==> config.mk <==
export PLATFORM = sky130hd
export DESIGN_NAME = mem_bus_arbiter
export DESIGN_NICKNAME = d
export VERILOG_FILES = /design/src/rtl/mem_bus_pkg.sv /design/src/rtl/mem_bus_watchdog.sv /design/src/rtl/mem_bus_arbiter.sv
export SDC_FILE = /design/constraint.sdc
export NUM_CORES = 1
export LEC_CHECK = 0
export CORE_MARGIN = 2
export CORE_UTILIZATION = 25
export DETAILED_ROUTE_END_ITERATION = 8
export PLACE_DENSITY = 0.61
export SYNTH_ARGS = -nofsm -noshare
export SYNTH_HDL_FRONTEND = slang
export SYNTH_SLANG_ARGS = --single-unit
export TNS_END_PERCENT = 10
==> constraint.sdc <==
create_clock -name clk -period 2.3 [get_ports clk]
set_input_delay 0.23 -clock clk [delete_from_list [all_inputs] [get_ports clk]]
set_output_delay 0.23 -clock clk [all_outputs]
set_load 0.01 [all_outputs]
==> src/rtl/mem_bus_pkg.sv <==
// Shared types for the two-port memory bus arbiter.
package mem_bus_pkg;

   typedef enum logic [1:0] {
      StIdle,
      StIBus,
      StDBus,
      StResp
   } state_e;

   typedef enum logic {
      GRANT_I,
      GRANT_D
   } grant_e;

   localparam logic [1:0] SZ_WORD = 2'b00;
   localparam logic [1:0] SZ_HALF = 2'b01;
   localparam logic [1:0] SZ_BYTE = 2'b10;

endpackage

==> src/rtl/mem_bus_watchdog.sv <==
// Bus-cycle watchdog: counts wait cycles and flags the edge that would reach TIMEOUT.
module mem_bus_watchdog #(
   parameter int unsigned TIMEOUT = 255
) (
   input  logic clk,
   input  logic rst,
   input  logic clear,
   input  logic enable,
   output logic expired
);

   localparam int unsigned CW = (TIMEOUT > 0) ? $clog2(TIMEOUT + 1) : 1;
   localparam logic [CW-1:0] LAST = CW'((TIMEOUT > 0) ? TIMEOUT - 1 : 0);

   logic [CW-1:0] count_q, count_d;

   // Next count: clear wins over enable.
   always_comb begin
      count_d = count_q;
      if (clear) begin
         count_d = '0;
      end else if (enable) begin
         count_d = count_q + 1'b1;
      end
   end

   // Counter register.
   always_ff @(posedge clk or negedge rst) begin
      if (!rst) begin
         count_q <= '0;
      end else begin
         count_q <= count_d;
      end
   end

   // Expiry is the edge on which the count would step to TIMEOUT; a zero TIMEOUT never fires.
   assign expired = (TIMEOUT != 0) && (count_q == LAST);

endmodule

==> src/rtl/mem_bus_arbiter.sv <==
// Arbitrates the fetch and load/store ports onto one external bus with a watchdog abort.
module mem_bus_arbiter
   import mem_bus_pkg::*;
#(
   parameter int unsigned AW      = 32,
   parameter int unsigned DW      = 32,
   parameter int unsigned TIMEOUT = 255
) (
   input  logic          clk,
   input  logic          rst,
   input  logic          i_req,
   input  logic [AW-1:0] i_addr,
   output logic [DW-1:0] i_rdata,
   output logic          i_ready,
   input  logic          d_req,
   input  logic          d_write,
   input  logic [1:0]    d_size,
   input  logic [AW-1:0] d_addr,
   input  logic [DW-1:0] d_wdata,
   output logic [DW-1:0] d_rdata,
   output logic          d_ready,
   output logic          m_req,
   output logic          m_write,
   output logic [1:0]    m_size,
   output logic [AW-1:0] m_addr,
   output logic [DW-1:0] m_wdata,
   output logic          m_wdata_oe,
   input  logic [DW-1:0] m_rdata,
   input  logic          m_ack_n,
   output logic          bus_err,
   output logic [AW-1:0] err_addr
);

   state_e        state_q, state_d;
   grant_e        last_grant_q, last_grant_d;
   logic          m_req_q, m_req_d, m_write_q, m_write_d;
   logic [1:0]    m_size_q, m_size_d;
   logic [AW-1:0] m_addr_q, m_addr_d, err_addr_q, err_addr_d;
   logic [DW-1:0] m_wdata_q, m_wdata_d;
   logic [DW-1:0] i_rdata_q, i_rdata_d, d_rdata_q, d_rdata_d, bus_rdata;
   logic          i_ready_q, i_ready_d, d_ready_q, d_ready_d, bus_err_q, bus_err_d;
   logic          in_bus, wd_clear, wd_enable, wd_expired;

   assign in_bus    = (state_q == StIBus) || (state_q == StDBus);
   assign wd_clear  = (state_q == StIdle);
   assign wd_enable = in_bus && m_ack_n;

   mem_bus_watchdog #(
      .TIMEOUT(TIMEOUT)
   ) u_watchdog (
      .clk    (clk),
      .rst    (rst),
      .clear  (wd_clear),
      .enable (wd_enable),
      .expired(wd_expired)
   );

   // Arbitration, bus-cycle completion/abort and response pulses.
   always_comb begin
      state_d      = state_q;
      last_grant_d = last_grant_q;
      m_req_d      = m_req_q;
      m_write_d    = m_write_q;
      m_size_d     = m_size_q;
      m_addr_d     = m_addr_q;
      m_wdata_d    = m_wdata_q;
      i_rdata_d    = i_rdata_q;
      d_rdata_d    = d_rdata_q;
      err_addr_d   = err_addr_q;
      i_ready_d    = 1'b0;
      d_ready_d    = 1'b0;
      bus_err_d    = 1'b0;
      bus_rdata    = m_ack_n ? '0 : m_rdata;
      unique case (state_q)
         StIdle: begin
            // Under contention the port not served last time wins.
            if (d_req && (!i_req || (last_grant_q == GRANT_I))) begin
               m_req_d      = 1'b1;
               m_write_d    = d_write;
               m_size_d     = d_size;
               m_addr_d     = d_addr;
               m_wdata_d    = d_wdata;
               last_grant_d = GRANT_D;
               state_d      = StDBus;
            end else if (i_req) begin
               m_req_d      = 1'b1;
               m_write_d    = 1'b0;
               m_size_d     = SZ_WORD;
               m_addr_d     = i_addr;
               m_wdata_d    = '0;
               last_grant_d = GRANT_I;
               state_d      = StIBus;
            end
         end
         StIBus, StDBus: begin
            if (!m_ack_n || wd_expired) begin
               if (state_q == StIBus) begin
                  i_rdata_d = bus_rdata;
                  i_ready_d = 1'b1;
               end else begin
                  d_rdata_d = bus_rdata;
                  d_ready_d = 1'b1;
               end
               if (m_ack_n) begin
                  bus_err_d  = 1'b1;
                  err_addr_d = m_addr_q;
               end
               m_req_d   = 1'b0;
               m_write_d = 1'b0;
               state_d   = StResp;
            end
         end
         StResp:  state_d = StIdle;
         default: state_d = StIdle;
      endcase
   end

   // State and registered outputs.
   always_ff @(posedge clk or negedge rst) begin
      if (!rst) begin
         state_q      <= StIdle;
         last_grant_q <= GRANT_I;
         m_req_q      <= 1'b0;
         m_write_q    <= 1'b0;
         m_size_q     <= '0;
         m_addr_q     <= '0;
         m_wdata_q    <= '0;
         i_rdata_q    <= '0;
         d_rdata_q    <= '0;
         err_addr_q   <= '0;
         i_ready_q    <= 1'b0;
         d_ready_q    <= 1'b0;
         bus_err_q    <= 1'b0;
      end else begin
         state_q      <= state_d;
         last_grant_q <= last_grant_d;
         m_req_q      <= m_req_d;
         m_write_q    <= m_write_d;
         m_size_q     <= m_size_d;
         m_addr_q     <= m_addr_d;
         m_wdata_q    <= m_wdata_d;
         i_rdata_q    <= i_rdata_d;
         d_rdata_q    <= d_rdata_d;
         err_addr_q   <= err_addr_d;
         i_ready_q    <= i_ready_d;
         d_ready_q    <= d_ready_d;
         bus_err_q    <= bus_err_d;
      end
   end

   assign m_req      = m_req_q;
   assign m_write    = m_write_q;
   assign m_size     = m_size_q;
   assign m_addr     = m_addr_q;
   assign m_wdata    = m_wdata_q;
   assign m_wdata_oe = m_req_q & m_write_q;
   assign i_rdata    = i_rdata_q;
   assign d_rdata    = d_rdata_q;
   assign i_ready    = i_ready_q;
   assign d_ready    = d_ready_q;
   assign bus_err    = bus_err_q;
   assign err_addr   = err_addr_q;

endmodule

# Word level (Yosys, flattened, before mapping)
# Cells that the tools add are included.
# word_totals
reg_bits	178
inputBits	136
output_inout_bits	168
wordCells	72
# op_classes
n_addsub	1
n_eq_ne	6
n_mux	30
bitwise	3
reduce_logical	18
# ops
op	count
2-to-1 mux 32 bit	5
2-to-1 mux 8 bit	2
2-to-1 mux 1 bit	15
AND reduction 3 bit	4
2-to-1 mux 2 bit	5
adder 8 x 1 -> 8 bit, second input constant	1
equality test 8 bit, second input constant	1
one-hot mux 2 bit (3 select lines)	1
nonzero test 2 bit	3
equality test 2 bit, second input constant	2
one-hot mux 1 bit (2 select lines)	2
AND reduction 2 bit	2
logical OR 1 bit	3
!= test 3 bit, second input constant	1
equality test 2 x 1 -> 1 bit, second input constant	1
logical AND 1 bit	2
logical NOT 1 bit	2
logical NOT 2 bit	1
!= test 2 bit, second input constant	1
inverter 1 bit	2
OR reduction 2 bit	1
bitwise AND 1 bit	1

# Longest topological paths before layout
# Gate-level depths: netlist (run 1).
# depth
depth_word	5
mapped_depth	8
depth_no_buf	6

# Cells and area by module
# A second synthesis (run 1) with hierarchy kept.
# unflattened
hier_cells	535
area_unflattened_um2	7270.7
# by_module_without_submodules
mod	instances	cells_per_inst	area_per_inst_um2
mem_bus_arbiter	1	494	6860.3
mem_bus_watchdog	1	41	410.4

# Least setup slack after synthesis (run 1)
# Ideal clock, no wire load.
# synth_timing
path_type	register -> register
start	register state_q[0]
end	register err_addr_q[0] (netlist: err_addr[0])
setup_ns	0.125
arrival_time_ns	1.742
path_slack_ns	0.434
path_stages_with_launch	8
period_less_slack_ns	1.866
path_cell_list	dfrtp_1 inv_1 ha_1 buf_2 nand2_2 nor3_4 buf_6 mux2_2
# synth_via
elab_chain_len	3
word_cells_on_any_way	4
# synth_lines
element	line	rtl
start, declared	mem_bus_arbiter.sv:34	state_e state_q, state_d;
start signal, assigned	mem_bus_arbiter.sv:121	state_q <= StIdle;
start signal, assigned	mem_bus_arbiter.sv:135	state_q <= state_d;
equality test 2 x 1 -> 1 bit or equality test 2 bit (tied branches)	mem_bus_arbiter.sv:74	unique case (state_q)
OR reduction 2 bit *	mem_bus_arbiter.sv:74	
AND reduction 3 bit (no line) *	--	
end signal, assigned	mem_bus_arbiter.sv:144	err_addr_q <= err_addr_d;
end, declared	mem_bus_arbiter.sv:38	logic [AW-1:0] m_addr_q, m_addr_d, err_addr_q, err_addr_d;
# Mark *: on every way between the ends. The rest lies on a longest branch, timed or not.
# A chain may end at the register's enable or synchronous reset.

# Worst setup path in the final report (run 1)
# layout_timing
start	register state_q[1]
end	register state_q[0]
# layout_via
elab_chain_len	4
word_cells_on_any_way	9
# layout_lines
element	line
equality test 2 x 1 -> 1 bit or equality test 2 bit (tied branches)	mem_bus_arbiter.sv:74
OR reduction 2 bit	mem_bus_arbiter.sv:74
!= test 2 bit (no line)	--
AND reduction 2 bit (no line)	--
# Several ways; a longest one is shown, not always the timed one.

==> results of run 1 <==
## worst reg2reg max path, cell delays in order, from the launching register on
cell and delay [ns]:
dfrtp_1 0.36, inv_1 0.10, ha_1 0.51, inv_1 0.16, o32ai_1 0.35, mux2_2 0.38
## logic make-up (layout without fill, tap and decap cells)
kind of cell / Yosys count / in the layout / share of synthesized area [%]
muxes: 66 / 66 / 9.84
xor gates and xnor gates: 5 / 5 / 0.614
DFF: 178 / 178 / 62.4
buffers and inverters: 51 / 361 / 3.38
AOI/OAI and AO/OA: 144 / 144 / 15.5
adders and majority gates: 4 / 4 / 0.702
and+or+nand+nor: 94 / 94 / 7.54
other: 0 / 1 / 0
## flip-flops by register name, indices dropped and copies added, names as in the netlist
register,cells
bus_err,1
d_rdata,32
d_ready,1
err_addr,32
i_rdata,32
i_ready,1
last_grant_q,1
m_addr,32
m_req,1
m_size,2
m_wdata,32
m_write,1
state_q,2
u_watchdog.count_q,8
## per-stage QoR
| stage | instances | util, % |
|---|---|---|
| floorplan | 542 | - |
| global route | 1231 | 40.5 |
| finish | 1231 | 40.5 |
| global placement | 1197 | 38.2 |
| detailed placement | 1197 | 38.2 |
| CTS | 1230 | 40.5 |
## where the power goes
| group | switching, mW | total, mW | internal (mW) |
|---|---|---|---|
| clock | 1.43 | 3.00 | 1.57 |
| sequential | 0.711 | 5.00 | 4.29 |
| combinational | 2.68 | 5.95 | 3.27 |
## metal layers
metal | GRT usage, % | part of all wire (%) | up-vias
li1 | - | - | 2569
met4 | 4.63 | 1.6 | 0
met2 | 24.1 | 50 | 150
met3 | 3.89 | 4.8 | 16
met5 | 0 | 0 | -
met1 | 17.8 | 44 | 2745
## cell type report
class                           instances  share of cell area, %
Inverter                                8                  0.265
Clock buffer                           17                   3.76
Sequential cell                       178                   39.4
Antenna cell                            1                 0.0221
Clock inverter                         15                   1.68
Tap cell                              378                   4.18
Timing Repair Buffer                  321                   28.9
Multi-Input combinational cell        313                   21.8
## synth_stat cells (all sizes together)
| master | n |
|---|---|
| dfrtp | 178 |
| nand2 | 37 |
| o21ai | 36 |
| a22o | 34 |
| a21o | 33 |
| mux2 | 33 |
| mux2i | 33 |
| nor3b | 33 |
| a32o | 32 |
| clkbuf | 24 |
| buf | 19 |
| nor2 | 10 |
| inv | 8 |
| a21oi | 5 |
| ha | 4 |
| nand3 | 3 |
| xor2 | 3 |
| and2 | 2 |
| nand4 | 2 |
| nor2b | 2 |
| o2bb2ai | 2 |
| or3 | 2 |
| xnor2 | 2 |
| a21boi | 1 |
| and3 | 1 |
| and4 | 1 |
| nor3 | 1 |
| o32ai | 1 |
## how the worst min path moves through the flow
| stage | startpoint | end | slack, ns |
|---|---|---|---|
| after CTS | rst | m_addr[2] | 0.36 |
| final | rst | err_addr[10] | 0.35 |
| after floorplan | rst | bus_err | -0.07 |
| after global placement | rst | m_addr[4] | 0.26 |
| after global routing | rst | m_addr[2] | 0.37 |
| after detailed placement | rst | m_addr[2] | 0.26 |
==> flow_summary.json, run 1 <==
{
  "status": "completed",
  "setup.worst_path.end": "state_q[0]",
  "drive_gt1_share_pct": 9.98,
  "nFillCells": 2721,
  "cts_sinks": 178,
  "fin_nets": 979,
  "antenna_found_initial": 1,
  "dp_hpwl_microns": 14700,
  "setup-violations-final": 0,
  "critPathLaunchType": "flip-flop",
  "grt_pass1_vias": 5653,
  "syn_to_final_growth_pct": 58.5,
  "power_mw": 14.0,
  "crit_path_max_fanout": 13,
  "r2r-start": "state_q[1]",
  "post_dp_cell_area_sq_um": 10700,
  "path_cells": "inv_1 > ha_1 > inv_1 > o32ai_1 > mux2_2",
  "period_share_pct": 85.4,
  "max-cap-violations": 0,
  "vdd_drop_max_mv": 0.531,
  "cts_made_buffers": 17,
  "die_y_microns": 173,
  "cp.depth": 5,
  "syn_inst": 542,
  "clk_latency_ns": 0.43,
  "rsz0062_at_grt": "false",
  "grt_pass1_wl_microns": 33600,
  "regToRegEndpoint": "state_q[0]",
  "grtUsageTotal_pct": 14.3,
  "synth_top_area_share_pct": 62.4,
  "cts_max_level": 4,
  "clock_path_buffers": 2,
  "layout_common_cells": "clkdlybuf4s50_1 (302), dfrtp_1 (178), nand2_1 (36), a22o_1 (34), o21ai_0 (34)",
  "path_delay_family": "adder cells",
  "reg2reg_slack_ns": 0.34,
  "grt_overflow": 0,
  "synth.largest_area_cell": "dfrtp_1",
  "via_count": 5480,
  "cpPeakStageDelay_ns": 0.51,
  "multi_input_area_sq_um": 2460,
  "layout_min_cycle_time_ns": 1.96,
  "initial_core_util_pct": 25.5,
  "critical-path-top-cell-by-count": "inv_1",
  "design.core.area_sq_um": 27900,
  "die_w_microns": 173,
  "avgSynthCellArea_sq_um": 13.2,
  "ant_nets": 0,
  "worst-setup-path-type": "flip-flop to flip-flop",
  "drt_pass1_iterations": 5,
  "max_freq_mhz": 509,
  "yosysUniqueCellTypes": 34,
  "wl_per_cell_microns": 17.4,
  "seq_area_frac_synth_pct": 62.4,
  "ys_seq_elements": 178,
  "drt_iter0_drc": 244,
  "rows": 61,
  "cts_setup_buffers": 0,
  "rr_worst_depth": 5,
  "die_area_sq_um": 29900,
  "clkTransAtPathRegs_ns": 0.08,
  "drc": 0,
  "ys_warn_count": 0,
  "cpMaxStageDelayCell": "ha_1",
  "io_buffers": 303,
  "final_common_cell": "clkdlybuf4s50_1",
  "required_ns": 2.61,
  "gp_congestion": 0.716,
  "pwr_density_cell_nw_per_um2": 1230,
  "min_path_type": "input pin to async pin",
  "fin_worst_skew_ns": 0.0118,
  "hold_violations": 0,
  "relSlewSlack_pct": 60.7,
  "cts_tree": "done",
  "syn_nets": 682,
  "io_pins": 304,
  "endpoint_kind": "flip-flop",
  "ff_latch_area_sq_um": 4450,
  "slew_viol_final": 0,
  "critPathBufInv": 2,
  "setup_ws_ns": 0.336,
  "synth.area.top_cells": "dfrtp_1 (62%), mux2i_1 (4.6%), mux2_2 (4.6%)",
  "fin_tns_setup_ns": 0,
  "ctsResizeCount": 0,
  "crit_start": "state_q[1]",
  "final_area_sq_um": 11300,
  "p_leak_nw": 5.06,
  "hold_slack_ns": 0.348,
  "via_per_inst": 4.45,
  "syn_area_sq_um": 7130,
  "holdBufCountCts": 1,
  "wl_microns": 21400,
  "ctsRootBufferMaster": "clkbuf_16",
  "dp_slack_ns": 0.358,
  "arrival_ns": 2.27,
  "tightest_slew_ns": 0.590,
  "grt_max_degree": 69
}
Power figures use the tool's default switching activity.
==> run 2: changes to the inputs <==
--- a/config.mk
+++ b/config.mk
@@ -11,5 +11,6 @@
 export PLACE_DENSITY = 0.61
 export SYNTH_ARGS = -nofsm -noshare
 export SYNTH_HDL_FRONTEND = slang
+export SYNTH_HIERARCHICAL = 1
 export SYNTH_SLANG_ARGS = --single-unit
 export TNS_END_PERCENT = 10
==> run 2 against run 1 <==
Sequential cell count is the same. Register-to-register slack got worse by 0.07 ns. Setup slack got worse by 0.068 ns.
==> flow_summary.json, run 2 <==
{
  "die_area_sq_um": 30500,
  "gp_congestion": 0.756,
  "ant_nets": 0,
  "cts_max_level": 4,
  "arrival_ns": 2.34,
  "synth_edf_count": 0,
  "synth.largest_area_cell": "dfrtp_1",
  "layout_min_cycle_time_ns": 2.03,
  "period_share_pct": 88.4,
  "io_pins": 304,
  "p_int_mw": 8.86,
  "wl_microns": 20400,
  "ys_warn_count": 6,
  "p_leak_nw": 5.15,
  "dp_hpwl_microns": 14700,
  "power_mw": 13.3,
  "worst-setup-path-type": "flip-flop to flip-flop",
  "cts_tree": "done",
  "vdd_drop_max_mv": 0.468,
  "tightest_slew_ns": 0.586,
  "required_ns": 2.61,
  "slew_viol_final": 0,
  "syn_area_sq_um": 7270,
  "yosysUniqueCellTypes": 35,
  "synth.area.top_cells": "dfrtp_1 (61%), mux2_2 (15%), mux2i_1 (4.7%)",
  "grt_pass1_vias": 5426,
  "clkTransAtPathRegs_ns": 0.08,
  "hold_violations": 0,
  "io_buffers": 303,
  "initial_core_util_pct": 25.3,
  "power_frac_comb_pct": 41.1,
  "seq_area_frac_synth_pct": 61.3,
  "r2r-start": "u_watchdog/count_q[0]",
  "grt_overflow": 0,
  "synthArstFlopShare_pct": 100,
  "regToRegEndpoint": "d_rdata[30]",
  "nFillCells": 2743,
  "rows": 62,
  "p_sw_mw": 4.44,
  "grt_pass1_wl_microns": 31700,
  "ys_seq_elements": 178,
  "grtUsageTotal_pct": 13.4,
  "antenna_cells": 0,
  "pwr-share-seq_pct": 36.6,
  "clock_path_buffers": 2,
  "synth_top_area_share_pct": 61.3,
  "pwr_density_cell_nw_per_um2": 1150,
  "final_area_sq_um": 11500,
  "syn_inst": 535,
  "rr_worst_depth": 8,
  "fin_tns_setup_ns": 0,
  "avgSynthCellArea_sq_um": 13.6,
  "post_dp_cell_area_sq_um": 10900,
  "final_common_cell": "clkdlybuf4s50_1",
  "drt_pass1_iterations": 4,
  "drive_gt1_share_pct": 18.7,
  "die_w_microns": 175,
  "die_y_microns": 175,
  "relSlewSlack_pct": 60.8,
  "max_freq_mhz": 492,
  "via_count": 5276,
  "reg2reg_slack_ns": 0.27,
  "min_path_type": "input pin to async pin",
  "via_per_inst": 4.23,
  "design.core.area_sq_um": 28700,
  "ys_top_cells_by_count": "dfrtp_1 (178), mux2_2 (94), o21ai_0 (37)",
  "drc": 0,
  "synth_flop_cell": "dfrtp_1",
  "fin_nets": 990,
  "max-cap-violations": 0,
  "cts_setup_buffers": 0,
  "rsz0062_at_grt": "false",
  "endpoint_kind": "flip-flop",
  "crit_path_max_fanout": 33,
  "grt_max_degree": 57,
  "cts_made_buffers": 17,
  "syn_nets": 676,
  "status": "completed",
  "fin_worst_skew_ns": 0.0195,
  "wl_per_cell_microns": 16.4,
  "switching_share_pct": 33.3,
  "clk_latency_ns": 0.44,
  "syn_to_final_growth_pct": 58.8,
  "cts_sinks": 178,
  "critPathLaunchType": "flip-flop",
  "hold_slack_ns": 0.356,
  "setup-violations-final": 0,
  "power_frac_clock_pct": 22.3,
  "yosys.cell_count.top_type": "dfrtp_1",
  "layout_common_cells": "clkdlybuf4s50_1 (302), dfrtp_1 (178), mux2_2 (94), o21ai_0 (37)",
  "ctsRootBufferMaster": "clkbuf_16",
  "drt_iter0_drc": 251,
  "antenna_found_initial": 0
}
## run 2: worst max-delay path, cell delays in order (launching register included)
cell	delay, ns
dfrtp_1	0.44
inv_1	0.08
ha_1	0.15
nand3_1	0.07
nor2_1	0.20
inv_2	0.07
a211oi_4	0.27
buf_12	0.26
mux2_2	0.36
## run 2: kinds of logic (layout without fill, tap and decap cells)
family | Yosys count | count (layout) | synth area share (%)
xor+xnor | 4 | 4 | 0.482
flops | 178 | 178 | 61.3
fa+ha+maj | 5 | 5 | 0.860
simple gates | 90 | 90 | 6.50
buf+inv | 42 | 369 | 2.96
mux | 131 | 131 | 19.7
compound gates | 85 | 85 | 8.23
## run 2: layout make-up
type | instances | area [sq um] | area share (%)
well taps | 384 | 480 | 4.16
repair buffers | 328 | 3340 | 28.9
multi-input cells | 315 | 2620 | 22.7
flip-flops and latches | 178 | 4450 | 38.6
clock inverters | 15 | 190 | 1.65
inverters | 9 | 33.8 | 0.293
clock buffers | 17 | 425 | 3.68
## run 2: worst max path at each step
stage | startpoint | endpoint | depth (start not counted)
after global routing | u_watchdog/count_q[0] | d_rdata[22] | 8
after detailed placement | m_ack_n | i_rdata[17] | 5
after global placement | m_ack_n | i_rdata[19] | 5
after CTS | u_watchdog/count_q[0] | d_rdata[30] | 8
final | u_watchdog/count_q[0] | d_rdata[30] | 8
after floorplan | u_watchdog/count_q[0] | d_rdata[10] | 8
## run 2: stage by stage
stage          setup slack [ns]  std cells  util (%)
2_1_floorplan             0.324        535         -
3_3_place_gp              0.287       1213      38.0
3_5_place_dp              0.247       1213      38.0
4_1_cts                   0.256       1246      40.2
5_1_grt                  0.0975       1246      40.2
6_report                  0.268       1246      40.2
## run 2: what timing repair did
action	in CTS	in global routing
endpoints found under the setup margin	0	0
hold buffers	1	0
endpoints found under the hold margin	52	0
resized for setup	0	0
## run 2: power groups by stage
| stage | Clock, mW | Combinational, mW | Sequential (mW) |
|---|---|---|---|
| finish | 2.97 | 5.47 | 4.86 |
| global route | 3.22 | 5.87 | 5.01 |
| CTS | 3.07 | 5.57 | 4.88 |
| detailed placement | 0 | 5.56 | 4.92 |
| global placement | 0 | 5.49 | 4.91 |
| floorplan | 0 | 2.03 | 5.30 |
## run 2: routing by layer
| layer | vias up | global-route usage [%] | wire (microns) |
|---|---|---|---|
| li1 | 2509 | - | - |
| met1 | 2610 | 16.9 | 8890 |
| met2 | 148 | 22.8 | 10100 |
| met3 | 9 | 3.89 | 1260 |
| met4 | 0 | 3.13 | 155 |
| met5 | - | 0 | 0 |
